**src/rtl/intersection_phase_arbiter_if.sv**
```systemverilog
// Signal bundle between the intersection controller and its environment:
// detector/emergency requests in, per-approach lamp drives and grant status out.
interface intersection_phase_arbiter_if;
    logic [3:0] req;
    logic       emg_req;
    logic [1:0] emg_dir;
    logic [3:0] green;
    logic [3:0] yellow;
    logic [3:0] red;
    logic       grant_valid;
    logic [1:0] grant_dir;

    modport master (
        output req, emg_req, emg_dir,
        input  green, yellow, red, grant_valid, grant_dir
    );

    modport slave (
        input  req, emg_req, emg_dir,
        output green, yellow, red, grant_valid, grant_dir
    );
endinterface

```
**src/rtl/intersection_phase_arbiter.sv**
```systemverilog
// Round-robin right-of-way scheduler for a four-approach intersection with min/max
// green, yellow and all-red timing. Optional macro EMERGENCY_PREEMPT_EN adds preemption.
module intersection_phase_arbiter #(
    parameter int unsigned TICK_CYCLES  = 100000000,
    parameter int unsigned MIN_GREEN    = 5,
    parameter int unsigned MAX_GREEN    = 15,
    parameter int unsigned YELLOW_TIME  = 3,
    parameter int unsigned ALL_RED_TIME = 1
) (
    input  logic                         clk,
    input  logic                         rst_n,
    intersection_phase_arbiter_if.slave  bus
);
    typedef enum logic [1:0] {
        IDLE    = 2'd0,
        GREEN   = 2'd1,
        YELLOW  = 2'd2,
        ALL_RED = 2'd3
    } state_t;

    localparam logic [31:0] TICK_LAST    = 32'(TICK_CYCLES - 1);
    localparam logic [7:0]  MIN_G        = 8'(MIN_GREEN);
    localparam logic [7:0]  MAX_G        = 8'(MAX_GREEN);
    localparam logic [7:0]  YELLOW_LAST  = 8'(YELLOW_TIME - 1);
    localparam logic [7:0]  ALL_RED_LAST = 8'(ALL_RED_TIME - 1);

    state_t      state_reg;
    logic [1:0]  grant_dir_reg;
    logic [1:0]  last_dir_reg;
    logic [31:0] presc_reg;
    logic [7:0]  timer_reg;

    logic        tick;
    logic [7:0]  elapsed;
    logic [3:0]  rot_req;
    logic [1:0]  rr_off;
    logic [1:0]  rr_dir;
    logic        any_req;
    logic [3:0]  own_onehot;
    logic        own_req;
    logic        compete;
    logic        emg_active;
    logic [1:0]  emg_dir_sel;
    logic        emg_hold;
    logic        emg_preempt;
    logic        arb_valid;
    logic [1:0]  arb_dir;
    logic        green_exit;
    logic        yellow_done;
    logic        all_red_done;

    assign tick = (presc_reg == TICK_LAST);

    // Tick count including the tick landing on this edge, so a green phase ends
    // exactly on the tick edge that completes MIN_GREEN / MAX_GREEN ticks.
    assign elapsed = (tick && (timer_reg != 8'hFF)) ? timer_reg + 8'd1 : timer_reg;

    // Requests rotated so bit 0 is the direction right after the last winner.
    genvar gi;
    generate
        for (gi = 0; gi < 4; gi++) begin : g_rot
            assign rot_req[gi] = bus.req[last_dir_reg + 2'(gi + 1)];
        end
    endgenerate

    always_comb begin
        rr_off = 2'd3;
        if (rot_req[0])      rr_off = 2'd0;
        else if (rot_req[1]) rr_off = 2'd1;
        else if (rot_req[2]) rr_off = 2'd2;
    end

    assign rr_dir     = last_dir_reg + rr_off + 2'd1;
    assign any_req    = |bus.req;
    assign own_onehot = 4'b0001 << grant_dir_reg;
    assign own_req    = |(bus.req & own_onehot);
    assign compete    = |(bus.req & ~own_onehot);

`ifdef EMERGENCY_PREEMPT_EN
    assign emg_active  = bus.emg_req;
    assign emg_dir_sel = bus.emg_dir;
`else
    logic emg_unused;
    assign emg_unused  = ^{bus.emg_req, bus.emg_dir};
    assign emg_active  = 1'b0;
    assign emg_dir_sel = 2'd0;
`endif

    assign emg_hold    = emg_active && (grant_dir_reg == emg_dir_sel);
    assign emg_preempt = emg_active && (grant_dir_reg != emg_dir_sel);
    assign arb_valid   = any_req || emg_active;
    assign arb_dir     = emg_active ? emg_dir_sel : rr_dir;

    assign green_exit   = emg_preempt ||
                          (compete && !emg_hold &&
                           (((elapsed >= MIN_G) && !own_req) || (elapsed >= MAX_G)));
    assign yellow_done  = tick && (timer_reg == YELLOW_LAST);
    assign all_red_done = tick && (timer_reg == ALL_RED_LAST);

    always_ff @(posedge clk or negedge rst_n) begin
        if (!rst_n) begin
            state_reg     <= IDLE;
            grant_dir_reg <= 2'd0;
            last_dir_reg  <= 2'd3;
            presc_reg     <= '0;
            timer_reg     <= '0;
        end else begin
            presc_reg <= tick ? '0 : presc_reg + 32'd1;
            timer_reg <= elapsed;
            case (state_reg)
                IDLE: begin
                    presc_reg <= '0;
                    timer_reg <= '0;
                    if (arb_valid) begin
                        state_reg     <= GREEN;
                        grant_dir_reg <= arb_dir;
                        last_dir_reg  <= arb_dir;
                    end
                end
                GREEN: begin
                    if (green_exit) begin
                        state_reg <= YELLOW;
                        presc_reg <= '0;
                        timer_reg <= '0;
                    end
                end
                YELLOW: begin
                    if (yellow_done) begin
                        state_reg <= ALL_RED;
                        presc_reg <= '0;
                        timer_reg <= '0;
                    end
                end
                ALL_RED: begin
                    if (all_red_done) begin
                        presc_reg <= '0;
                        timer_reg <= '0;
                        if (arb_valid) begin
                            state_reg     <= GREEN;
                            grant_dir_reg <= arb_dir;
                            last_dir_reg  <= arb_dir;
                        end else begin
                            state_reg <= IDLE;
                        end
                    end
                end
                default: state_reg <= IDLE;
            endcase
        end
    end

    // Lamps decode straight from the state register: one lamp per head, always.
    generate
        for (gi = 0; gi < 4; gi++) begin : g_lamp
            logic is_green;
            logic is_yellow;
            assign is_green      = (state_reg == GREEN)  && (grant_dir_reg == 2'(gi));
            assign is_yellow     = (state_reg == YELLOW) && (grant_dir_reg == 2'(gi));
            assign bus.green[gi]  = is_green;
            assign bus.yellow[gi] = is_yellow;
            assign bus.red[gi]    = !(is_green || is_yellow);
        end
    endgenerate

    assign bus.grant_valid = (state_reg == GREEN) || (state_reg == YELLOW);
    assign bus.grant_dir   = grant_dir_reg;
endmodule

```
**src/flat_wrapper.sv**
```systemverilog
// flat-port wrapper written by rule: the top's interface ports become plain ports
module intersection_phase_arbiter_flat 
#(
    parameter int unsigned TICK_CYCLES  = 100000000,
    parameter int unsigned MIN_GREEN    = 5,
    parameter int unsigned MAX_GREEN    = 15,
    parameter int unsigned YELLOW_TIME  = 3,
    parameter int unsigned ALL_RED_TIME = 1
)
  (clk, rst_n, bus_req, bus_emg_req, bus_emg_dir, bus_green, bus_yellow, bus_red, bus_grant_valid, bus_grant_dir);
  intersection_phase_arbiter_if bus_i ();
  input  logic clk;
  input  logic rst_n;
  input wire logic [$bits(bus_i.req)-1:0] bus_req;
  input wire logic [$bits(bus_i.emg_req)-1:0] bus_emg_req;
  input wire logic [$bits(bus_i.emg_dir)-1:0] bus_emg_dir;
  output wire logic [$bits(bus_i.green)-1:0] bus_green;
  output wire logic [$bits(bus_i.yellow)-1:0] bus_yellow;
  output wire logic [$bits(bus_i.red)-1:0] bus_red;
  output wire logic [$bits(bus_i.grant_valid)-1:0] bus_grant_valid;
  output wire logic [$bits(bus_i.grant_dir)-1:0] bus_grant_dir;
  assign bus_i.req = bus_req;
  assign bus_i.emg_req = bus_emg_req;
  assign bus_i.emg_dir = bus_emg_dir;
  assign bus_green = bus_i.green;
  assign bus_yellow = bus_i.yellow;
  assign bus_red = bus_i.red;
  assign bus_grant_valid = bus_i.grant_valid;
  assign bus_grant_dir = bus_i.grant_dir;
  intersection_phase_arbiter #(.TICK_CYCLES(TICK_CYCLES), .MIN_GREEN(MIN_GREEN), .MAX_GREEN(MAX_GREEN), .YELLOW_TIME(YELLOW_TIME), .ALL_RED_TIME(ALL_RED_TIME)) u_core (.clk(clk), .rst_n(rst_n), .bus(bus_i));
endmodule
```
**config.mk**
```make
export PLATFORM = sky130hd
export DESIGN_NAME = intersection_phase_arbiter_flat
export DESIGN_NICKNAME = d
export VERILOG_FILES = /design/src/rtl/intersection_phase_arbiter_if.sv /design/src/rtl/intersection_phase_arbiter.sv /design/src/flat_wrapper.sv
export SDC_FILE = /design/constraint.sdc
export NUM_CORES = 1
export LEC_CHECK = 0
export CAP_MARGIN = 20
export CELL_PAD_IN_SITES_DETAIL_PLACEMENT = 1
export CELL_PAD_IN_SITES_GLOBAL_PLACEMENT = 1
export CORE_MARGIN = 8
export CORE_UTILIZATION = 49
export DETAILED_ROUTE_END_ITERATION = 16
export PLACE_DENSITY = 0.95
export SYNTH_ARGS = -nofsm -noshare
export SYNTH_HDL_FRONTEND = slang
export SYNTH_SLANG_ARGS = --single-unit
export TNS_END_PERCENT = 50
```
**constraint.sdc**
```tcl
create_clock -name clk -period 6.9 [get_ports clk]
set_input_delay 2.07 -clock clk [delete_from_list [all_inputs] [get_ports clk]]
set_output_delay 2.07 -clock clk [all_outputs]
set_load 0.01 [all_outputs]
```
# == Word-level counts from Yosys, hierarchy flattened ==
# Index checks and enable logic that the tools add are counted.
# totals
out_inout_bits,15
ff_bits,46
wordCells,98
# op_classes
n_lt_le_gt_ge,5
reduce_logical,33
n_bitwise,3
shift,1
n_mux,31
add_sub_neg,7
n_eq_ne,13
# ops
operator,n
$mux W32,4
$pmux W32 S4,1
$add A32 B1 Y32 const B,1
$eq A32 B27 Y1 const B,1
$mux W8,4
$pmux W8 S4,1
$mux W2,10
$logic_and A1 B1 Y1,13
$reduce_or A4 Y1,3
$lt A2 B3 Y1 const B,3
$add A8 B1 Y8 const B,1
$and A4 B4 Y4,2
$eq A2 B2 Y1 const B,4
$eq A8 B2 Y1 const B,1
$ge A8 B3 Y1 const B,1
$ge A8 B4 Y1 const B,1
$logic_not A8 Y1,1
$ne A2 B1 Y1 const B,4
$ne A8 B8 Y1 const B,1
$pmux W2 S2,2
$pmux W2 S4,1
$bmux W1 S2,3
$logic_or A1 B1 Y1,6
$logic_not A1 Y1,5
other kinds (11),19

# == Depth between registers and ports, before layout ==
# Gate-level depths: netlist of run 1.
# depth
word_depth,11
ltp_mapped,11

# == Least setup slack after synthesis of run 1 ==
# No wires, ideal clock.
# synth_path
kind,input to register
from,input bus_req[3]
to,register u_core.presc_reg[12]
setup_time_ns,0.138
arrival_time_ns,3.864
setup_slack_ns,2.898
path_buffers,2
path_stages,8
required_time_ns,6.762
path_cell_list,clkbuf_1 -> mux4_2 -> a41oi_1 -> o311ai_0 -> a31o_2 -> a211oi_4 -> buf_6 -> nor3_2
# synth_via
elab_chain_cells,8
word_cells_on_any_way,10
cone_classes,2 x mux; 2 x bitwise; 6 x reduce/logical
# synth_rtl
element,line,rtl
"start, declared",flat_wrapper.sv:14,input wire logic [$bits(bus_i.req)-1:0] bus_req;
$and A4 B4 Y4,intersection_phase_arbiter.sv:76,assign own_req = |(bus.req & own_onehot);
$reduce_or A4 Y1,intersection_phase_arbiter.sv:76,
$logic_not A1 Y1,intersection_phase_arbiter.sv:96,(((elapsed >= MIN_G) && !own_req) || (elapsed >= MAX_G)));
$logic_and A1 B1 Y1,intersection_phase_arbiter.sv:96,
$logic_or A1 B1 Y1,intersection_phase_arbiter.sv:96,
$logic_and A1 B1 Y1 (*),intersection_phase_arbiter.sv:95,(compete && !emg_hold &&
$mux W32 (*),intersection_phase_arbiter.sv:121,if (green_exit) begin
$pmux W32 S4 (*),intersection_phase_arbiter.sv:110,case (state_reg)
"end signal, assigned",intersection_phase_arbiter.sv:108,presc_reg <= tick ? '0 : presc_reg + 32'd1;
"end, declared",intersection_phase_arbiter.sv:30,logic [31:0] presc_reg;
# Mark *: on every way between the ends. The rest lies on a longest branch, timed or not.
# A chain may end at the register's enable or synchronous reset.

# == Final worst setup path of run 1 ==
# layout_path
from,input bus_req[3]
to,register u_core.presc_reg[22]
# Same word-level chain as after synthesis.

==> impl_metrics.env, run 1 <==
export IMPL_syn2layout_area_growth_pct=10.0
export IMPL_synthMuxAreaShare=0.0457
export IMPL_min_period_ps=4460
export IMPL_r2r_slack_ps=3590
export IMPL_nets=351
export IMPL_synth_common_cells="dfrtp_1, nor3_1, nor2_1"
export IMPL_startpoint_type="input pin"
export IMPL_syn_nets=344
export IMPL_leakagePower_nw=1.40
export IMPL_dp_hpwl_um=5070
export IMPL_wire_per_inst_um=17.4
export IMPL_yosys_area_share_simple=0.277
export IMPL_drtIter0Drc=89
export IMPL_netlist_area_leader_share=0.365
export IMPL_max_freq_mhz=224
export IMPL_hold_slack_ps=544
export IMPL_start_util=0.509
export IMPL_drive_above_1_share=0.111
export IMPL_cts_setup_buffers=0
export IMPL_synth_largest_area_cell="dfrtp_1"
export IMPL_synth_edf_count=0
export IMPL_worstSetupEndpointType="flop"
export IMPL_ys_types=50
export IMPL_min_to="u_core.presc_reg[0]"
export IMPL_drtPass1Iterations=4
export IMPL_finalSetupTns_ps=0
export IMPL_cts_buffers=5
export IMPL_synth_ff_type="dfrtp_1"
export IMPL_ios=24
export IMPL_gp_congestion=0.896
export IMPL_top_layer="met4"
export IMPL_rr_worst_depth=9
export IMPL_drtAntennaViolNets=0
export IMPL_maxCapViolCount=0
export IMPL_diodes=0
export IMPL_ys_ff_latch=46
export IMPL_overflow=0
export IMPL_synth_top_family_by_area="simple AND/OR/NAND/NOR gates"
export IMPL_die_area_um2=8920
export IMPL_ys_async_sr_fraction=1.00
export IMPL_die_x_um=94.4
export IMPL_clkSlewWorstSetupHoldPaths_ps=90
export IMPL_die_h_um=94.4
export IMPL_hold_violations=0
export IMPL_finalInstanceArea_um2=3320
export IMPL_drc=0
export IMPL_wl_met3_um=122
export IMPL_r2r_start="u_core.presc_reg[8]"
export IMPL_relSlewSlack=0.444
export IMPL_status="finished, final reports clean"
export IMPL_ir_drop_mv=0.125
export IMPL_worst_pin_slew_ps=827
export IMPL_wl_met1_um=3110
export IMPL_htreeDepth=2
export IMPL_grt_max_degree=47
export IMPL_path_class="in -> reg"
export IMPL_synth_xor_area_share=0.113
export IMPL_synth_most_common_cell="dfrtp_1"
export IMPL_cp_max_fo=32
export IMPL_grt_pass1_wl_um=12300
export IMPL_fin_crit_sh=0.646
export IMPL_fin_util=0.560
export IMPL_rows=28
export IMPL_rsz0062_at_grt="no"
export IMPL_ys_warn_count=0
export IMPL_critPathArrivalTime_ps=4620
export IMPL_hp_start="u_core.presc_reg[0]"
export IMPL_cts_hold_buf=0
export IMPL_routed_via_density=5.79
export IMPL_hold_path_class="reg -> reg"
export IMPL_wl_um=7090
export IMPL_r2r_end="u_core.presc_reg[22]"
export IMPL_clock_sinks=46
export IMPL_antenna_found_initial=0
export IMPL_grt_usage=0.169
export IMPL_crit_required_ps=7070
export IMPL_maxSlewViolCount=0
export IMPL_power_density_nw_per_um2=157
export IMPL_yosysSeqAreaShare=0.383
export IMPL_grt_pass1_vias=2543
export IMPL_synth_compound_area_share=0.0747
export IMPL_dr_total_vias=2362
export IMPL_synthAdderAreaFrac=0.0415
export IMPL_worst_hold_path_num_cells=1
export IMPL_avgSynthCellArea_um2=9.27
export IMPL_cts_buffer_depth=2
export IMPL_coreArea_um2=5920
export IMPL_port_buffers=20
export IMPL_met2_wirelength_um=3780
export IMPL_cts_tree="yes"
export IMPL_fin_skew_ps=8.27
export IMPL_cts_root_buf="clkbuf_8"
export IMPL_setup_viol=0
export IMPL_clk_latency_ps=300
export IMPL_synth_cells=325
export IMPL_syn_cell_area_um2=3010
export IMPL_ys_top_cells_by_area="dfrtp_1, xor2_1, nor3_1"
export IMPL_post_dp_cell_area_um2=3180
export IMPL_cts_resized=0
export IMPL_largest_register_ffs=32
-- how the worst max path moves through the flow --
stage	from	to	slack [ps]
2_1_floorplan	bus_req[3]	u_core.presc_reg[12]	2900
3_3_place_gp	bus_req[3]	u_core.presc_reg[23]	2240
3_5_place_dp	bus_req[3]	u_core.timer_reg[6]	2160
4_1_cts	bus_req[3]	u_core.presc_reg[22]	2470
5_1_grt	bus_req[3]	u_core.presc_reg[13]	2350
6_report	bus_req[3]	u_core.presc_reg[22]	2440
-- worst max-delay path: stages --
cell,delay (ps)
clkdlybuf4s50_1,590
mux4_2,590
a41oi_1,180
o311ai_0,150
a31o_2,280
a211oi_4,230
buf_4,400
nor3_1,130
-- layout by cell type (no fill, tap or decap), types with 3 or more instances in the layout --
cell type,n
dfrtp_1,44
nor3_1,33
nor2_1,26
xor2_1,22
nand2_1,21
clkdlybuf4s50_1,19
nand3_1,17
xnor2_1,17
inv_1,14
and3_1,14
nor3_2,11
ha_1,10
a21oi_1,8
nand4_1,7
mux2i_1,7
clkbuf_8,5
mux2_2,4
and2_1,4
and4_1,3
nor3b_1,3
-- cell type report --
cell class	count	area (µm²)
timing repair buffer	23	238
tap	75	93.8
fill	682	2610
multi-input combinational	242	1670
inverter	14	52.6
clock buffer	5	68.8
clock inverter	3	40.0
sequential	46	1150
-- through the flow --
stage	total power, W	setup slack, ps	std cells
2_1_floorplan	0.000304	2900	325
3_3_place_gp	0.000321	2240	399
3_5_place_dp	0.000323	2160	399
4_1_cts	0.000525	2470	407
5_1_grt	0.000538	2350	408
6_report	0.000520	2440	408
-- routing by layer --
layer / up-vias / GRT usage
li1: 1142 / -
met1: 1191 / 0.203
met2: 20 / 0.307
met3: 9 / 0.0278
met4: 0 / 0.0410
met5: - / 0
-- where the power goes --
part           internal, W  total (W)  switching, W
clock network     0.000107   0.000200     0.0000932
logic            0.0000214  0.0000435     0.0000221
registers         0.000272   0.000276    0.00000438
total             0.000400   0.000520      0.000120
-- cells by family after synthesis --
logic type / after synthesis
and+or+nand+nor: 151
AOI/OAI and AO/OA: 30
adders and majority gates: 10
DFF: 46
buffers and inverters: 37
xor gates and xnor gates: 39
muxes: 12
Power figures use the tool's default switching activity.
==> inputs of run 2 (changes only) <==
- CORE_UTILIZATION: 49 -> 41
- PLACE_DENSITY: 0.95 -> 0.88
- clock period: 6.9 -> 4 ns (I/O delays scaled with it)
==> run 2 against run 1 <==
Core utilization is 9.1 points lower. Critical endpoint is now u_core.presc_reg[5]. Total power is 74% higher. Design area is 1.5% higher. Global-route usage down 1.7 points. Register-to-register slack got worse by 2800 ps. Non-clock buffer count rose by 2. Hold slack is essentially flat.
==> impl_metrics.env, run 2 (synthesis gave the netlist of run 1 again) <==
export IMPL_r2r_end="u_core.presc_reg[5]"
export IMPL_gr_usage_met2=0.263
export IMPL_min_period_ps=3370
export IMPL_status="finished, final reports clean"
export IMPL_worstSetupEndpointType="flop"
export IMPL_wire_per_inst_um=16.6
export IMPL_rsz0062_at_grt="no"
export IMPL_p_switching_w=0.000212
export IMPL_cts_hold_buf=0
export IMPL_die_area_um2=10400
export IMPL_cts_buffer_depth=2
export IMPL_grtUsageMet1=0.183
export IMPL_drtAntennaViolNets=0
export IMPL_r2r_slack_ps=820
export IMPL_fillers=830
export IMPL_relSlewSlack=0.460
export IMPL_port_buffers=20
export IMPL_fin_crit_sh=0.842
export IMPL_start_util=0.420
export IMPL_min_to="u_core.presc_reg[0]"
export IMPL_wl_um=7200
export IMPL_overflow=0
export IMPL_grt_usage=0.152
export IMPL_clk_latency_ps=310
export IMPL_cts_root_buf="clkbuf_8"
export IMPL_fin_util=0.469
export IMPL_die_x_um=102
export IMPL_diodes=0
export IMPL_drtPass1Iterations=4
export IMPL_coreArea_um2=7180
export IMPL_drtIter0Drc=76
export IMPL_cts_setup_buffers=0
export IMPL_clock_sinks=46
export IMPL_hold_path_class="reg -> reg"
export IMPL_switching_share=0.235
export IMPL_routed_via_density=5.47
export IMPL_finalSetupTns_ps=0
export IMPL_r2r_start="u_core.presc_reg[8]"
export IMPL_gr_usage_met3=0.0275
export IMPL_intPower_w=0.000692
export IMPL_setup_ws_ps=631
export IMPL_maxCapViolCount=0
export IMPL_ios=24
export IMPL_grt_pass1_wl_um=12600
export IMPL_rr_worst_depth=9
export IMPL_worst_hold_path_num_cells=1
export IMPL_die_h_um=102
export IMPL_startpoint_type="input pin"
export IMPL_dp_hpwl_um=5120
export IMPL_dr_total_vias=2373
export IMPL_grt_pass1_vias=2592
export IMPL_rows=31
export IMPL_layout_commonest_cell="dfrtp_1"
export IMPL_multi_input_comb_area_um2=1670
export IMPL_cp_max_fo=32
export IMPL_hp_start="u_core.presc_reg[0]"
export IMPL_place_ws_ps=321
export IMPL_power_w=0.000904
export IMPL_antenna_found_initial=0
export IMPL_cts_buffers=5
export IMPL_busiest_layer="met2"
export IMPL_worst_pin_slew_ps=803
export IMPL_max_freq_mhz=297
export IMPL_hold_violations=0
export IMPL_htreeDepth=2
export IMPL_fin_skew_ps=10.7
export IMPL_grt_max_degree=47
export IMPL_largest_register_ffs=32
export IMPL_clkSlewWorstSetupHoldPaths_ps=90
export IMPL_maxSlewViolCount=0
export IMPL_cts_resized=0
export IMPL_layout_area_seq_um2=1150
export IMPL_critPathArrivalTime_ps=3550
export IMPL_hold_slack_ps=544
export IMPL_syn2layout_area_growth_pct=11.7
export IMPL_drc=0
export IMPL_crit_required_ps=4180
export IMPL_p_comb_frac=0.081
export IMPL_drive_above_1_share=0.113
export IMPL_setup_viol=0
export IMPL_pwr_share_clk=0.392
export IMPL_layout_common_cells="dfrtp_1, nor3_1, nor2_1"
export IMPL_cts_tree="yes"
export IMPL_path_class="in -> reg"
export IMPL_ir_drop_mv=0.174
export IMPL_gp_congestion=0.882
export IMPL_power_density_nw_per_um2=269
export IMPL_leakagePower_nw=1.40
export IMPL_nets=353
export IMPL_pwr_share_seq=0.527
run 2: changes by cell type in the layout (fill, tap and decap cells not counted), sizes merged:
cell and change:
buf +2, clkbuf +1, clkinv -2, clkinvlp +1
run 2: power by group through the flow:
stage	combinational (W)	sequential, W	clock (W)
after global routing	0.0000820	0.000478	0.000383
after floorplan	0.0000437	0.000481	0
after detailed placement	0.0000723	0.000486	0
final	0.0000734	0.000476	0.000354
after CTS	0.0000728	0.000476	0.000361
after global placement	0.0000697	0.000485	0
run 2: critical path: stages:
cell	delay (ps)
clkdlybuf4s50_1	540
mux4_2	550
a41oi_1	180
o311ai_0	160
a31o_2	280
a211oi_4	290
buf_12	240
nor3_1	90
run 2: worst max-delay path by stage:
stage,start,endpoint,slack [ps],cells after the start
after global routing,bus_req[1],u_core.presc_reg[5],450,8
after global placement,bus_req[1],u_core.presc_reg[5],390,8
after floorplan,bus_req[3],u_core.presc_reg[12],870,8
after detailed placement,bus_req[1],u_core.presc_reg[5],320,8
final,bus_req[1],u_core.presc_reg[5],630,8
after CTS,bus_req[1],u_core.presc_reg[5],630,8
run 2: final cells by class:
| type | count | share of cell area |
|---|---|---|
| multi-input combinational | 242 | 0.496 |
| sequential | 46 | 0.343 |
| timing repair buffer | 25 | 0.0766 |
| tap | 99 | 0.0368 |
| clock buffer | 6 | 0.0216 |
| inverter | 14 | 0.0156 |
| clock inverter | 2 | 0.0111 |
run 2: stage by stage:
| stage | cells | cell area [µm²] |
|---|---|---|
| floorplan | 325 | 3010 |
| detailed placement | 425 | 3240 |
| global route | 434 | 3370 |
| finish | 434 | 3370 |
| global placement | 425 | 3240 |
| CTS | 433 | 3350 |
run 2: layer usage:
layer / wire, µm / up-vias
met1: 3180 / 1196
met2: 3760 / 17
met5: 0 / -
met4: 122 / 0
met3: 134 / 11
li1: - / 1149
==> inputs of run 3 (changes only) <==
- CORE_UTILIZATION: 41 -> 45
- PLACE_DENSITY: 0.88 -> 0.92
- clock period: 4 -> 3.5 ns (I/O delays scaled with it)
==> run 3 against run 2 <==
Sequential power grew 14%. Via count grew 2.0%. Hold slack gained 1.8 ps. Clock power shrank 10%. Critical path depth shrank 3. Sequential share of layout area grew 0.18 points. First-iteration DRC count grew 14%. Core utilization grew 3.5 points. Critical endpoint is now bus_yellow[0].
==> impl_metrics.env, run 3 (synthesis gave the netlist of run 1 again) <==
export IMPL_grt_pass1_vias=2580
export IMPL_relSlewSlack=0.589
export IMPL_drc=0
export IMPL_ir_drop_mv=0.195
export IMPL_drive_above_1_share=0.124
export IMPL_grt_usage=0.153
export IMPL_wl_um=7170
export IMPL_cts_buffer_depth=2
export IMPL_cts_hold_buf=0
export IMPL_startpoint_type="flop"
export IMPL_nets=357
export IMPL_gp_congestion=0.880
export IMPL_setup_viol=0
export IMPL_hold_violations=0
export IMPL_status="finished, final reports clean"
export IMPL_coreArea_um2=6640
export IMPL_layout_common_cells="dfrtp_1, nor3_1, nor2_1"
export IMPL_cts_setup_buffers=0
export IMPL_leakagePower_nw=1.41
export IMPL_htreeDepth=2
export IMPL_clock_sinks=46
export IMPL_largest_register_ffs=32
export IMPL_cts_resized=0
export IMPL_wire_per_inst_um=17.2
export IMPL_die_x_um=97.8
export IMPL_port_buffers=20
export IMPL_grt_max_degree=47
export IMPL_maxSlewViolCount=0
export IMPL_antenna_found_initial=0
export IMPL_dp_hpwl_um=5210
export IMPL_worstSetupEndpointType="primary output"
export IMPL_worst_pin_slew_ps=617
export IMPL_ios=24
export IMPL_slowest_delay_ps=600
export IMPL_start_util=0.454
export IMPL_cts_buffers=5
export IMPL_finalSetupTns_ps=0
export IMPL_clk_latency_ps=300
export IMPL_fin_crit_sh=0.925
export IMPL_cts_tree="yes"
export IMPL_diodes=0
export IMPL_cp_max_fo=5
export IMPL_rows=30
export IMPL_drtAntennaViolNets=0
export IMPL_rsz0062_at_grt="no"
export IMPL_path_class="reg -> out"
export IMPL_maxCapViolCount=0
export IMPL_cts_root_buf="clkbuf_8"
export IMPL_min_period_ps=3240
export IMPL_slowest_stage="clkdlybuf4s50_1"
export IMPL_grt_pass1_wl_um=12300
export IMPL_hold_path_class="reg -> reg"
export IMPL_max_freq_mhz=309
export IMPL_syn2layout_area_growth_pct=11.1
export IMPL_hold_slack_ps=546
export IMPL_overflow=0
export IMPL_critPathArrivalTime_ps=2190
export IMPL_path_cells="inv_1, ha_1, inv_1, nor3_1, clkdlybuf4s50_1"
export IMPL_drtIter0Drc=87
export IMPL_power_density_nw_per_um2=284
export IMPL_die_area_um2=9570
export IMPL_clkSlewWorstSetupHoldPaths_ps=90
export IMPL_fin_skew_ps=10.8
export IMPL_crit_required_ps=2450
export IMPL_routed_via_density=5.79
export IMPL_path_common_cell="inv_1"
export IMPL_layout_commonest_cell="dfrtp_1"
export IMPL_dr_total_vias=2421
export IMPL_die_h_um=97.8
export IMPL_drtPass1Iterations=4
export IMPL_fillers=770
==> run 3: layout make-up <==
| class | instances | area (µm²) | area share |
|---|---|---|---|
| tap | 80 | 100 | 0.0299 |
| sequential | 46 | 1150 | 0.344 |
| multi-input combinational | 242 | 1670 | 0.498 |
| clock buffer | 5 | 68.8 | 0.0205 |
| inverter | 14 | 52.6 | 0.0157 |
| clock inverter | 2 | 10.0 | 0.00299 |
| timing repair buffer | 29 | 295 | 0.0882 |
==> run 3: final timing paths <==
path | start | end | slack (ps) | cells after the start
worst min register to register | u_core.presc_reg[0] | u_core.presc_reg[0] | 550 | 1
worst min-delay path | u_core.presc_reg[0] | u_core.presc_reg[0] | 550 | 1
worst max register to register | u_core.presc_reg[27] | u_core.presc_reg[5] | 340 | 9
max in group asynchronous | rst_n | u_core.last_dir_reg[0] | 2150 | 2
worst max-delay path | u_core.state_reg[0] | bus_yellow[0] | 260 | 5
min in group asynchronous | rst_n | u_core.presc_reg[26] | 740 | 1
==> run 3: metrics by stage <==
stage	cell area [µm²]	util	setup WS, ps	cells	power [W]
detailed placement	3240	0.488	78.5	410	0.000641
finish	3350	0.504	264	418	0.000951
global route	3350	0.504	153	418	0.000988
floorplan	3010	-	518	325	0.000599
CTS	3320	0.500	250	417	0.000958
global placement	3240	0.488	175	410	0.000637
==> run 3: report_power, final <==
| group | internal [W] | switching (W) |
|---|---|---|
| logic | 0.0000453 | 0.0000437 |
| clock network | 0.000135 | 0.000183 |
| registers | 0.000536 | 0.00000895 |
| total | 0.000715 | 0.000235 |
==> run 3: layer usage <==
metal | wire, µm | global-route usage | vias to the layer above
li1 | - | - | 1156
met1 | 3070 | 0.173 | 1220
met2 | 3830 | 0.288 | 35
met3 | 194 | 0.0270 | 10
met4 | 78 | 0.0396 | 0
met5 | 0 | 0 | -
==> run 3: critical path, delay by kind of cell (launching register included) <==
kind,cells,cell delay [ps]
fa+ha+maj,1,310
flops,1,450
buf+inv,3,850
simple gates,1,280
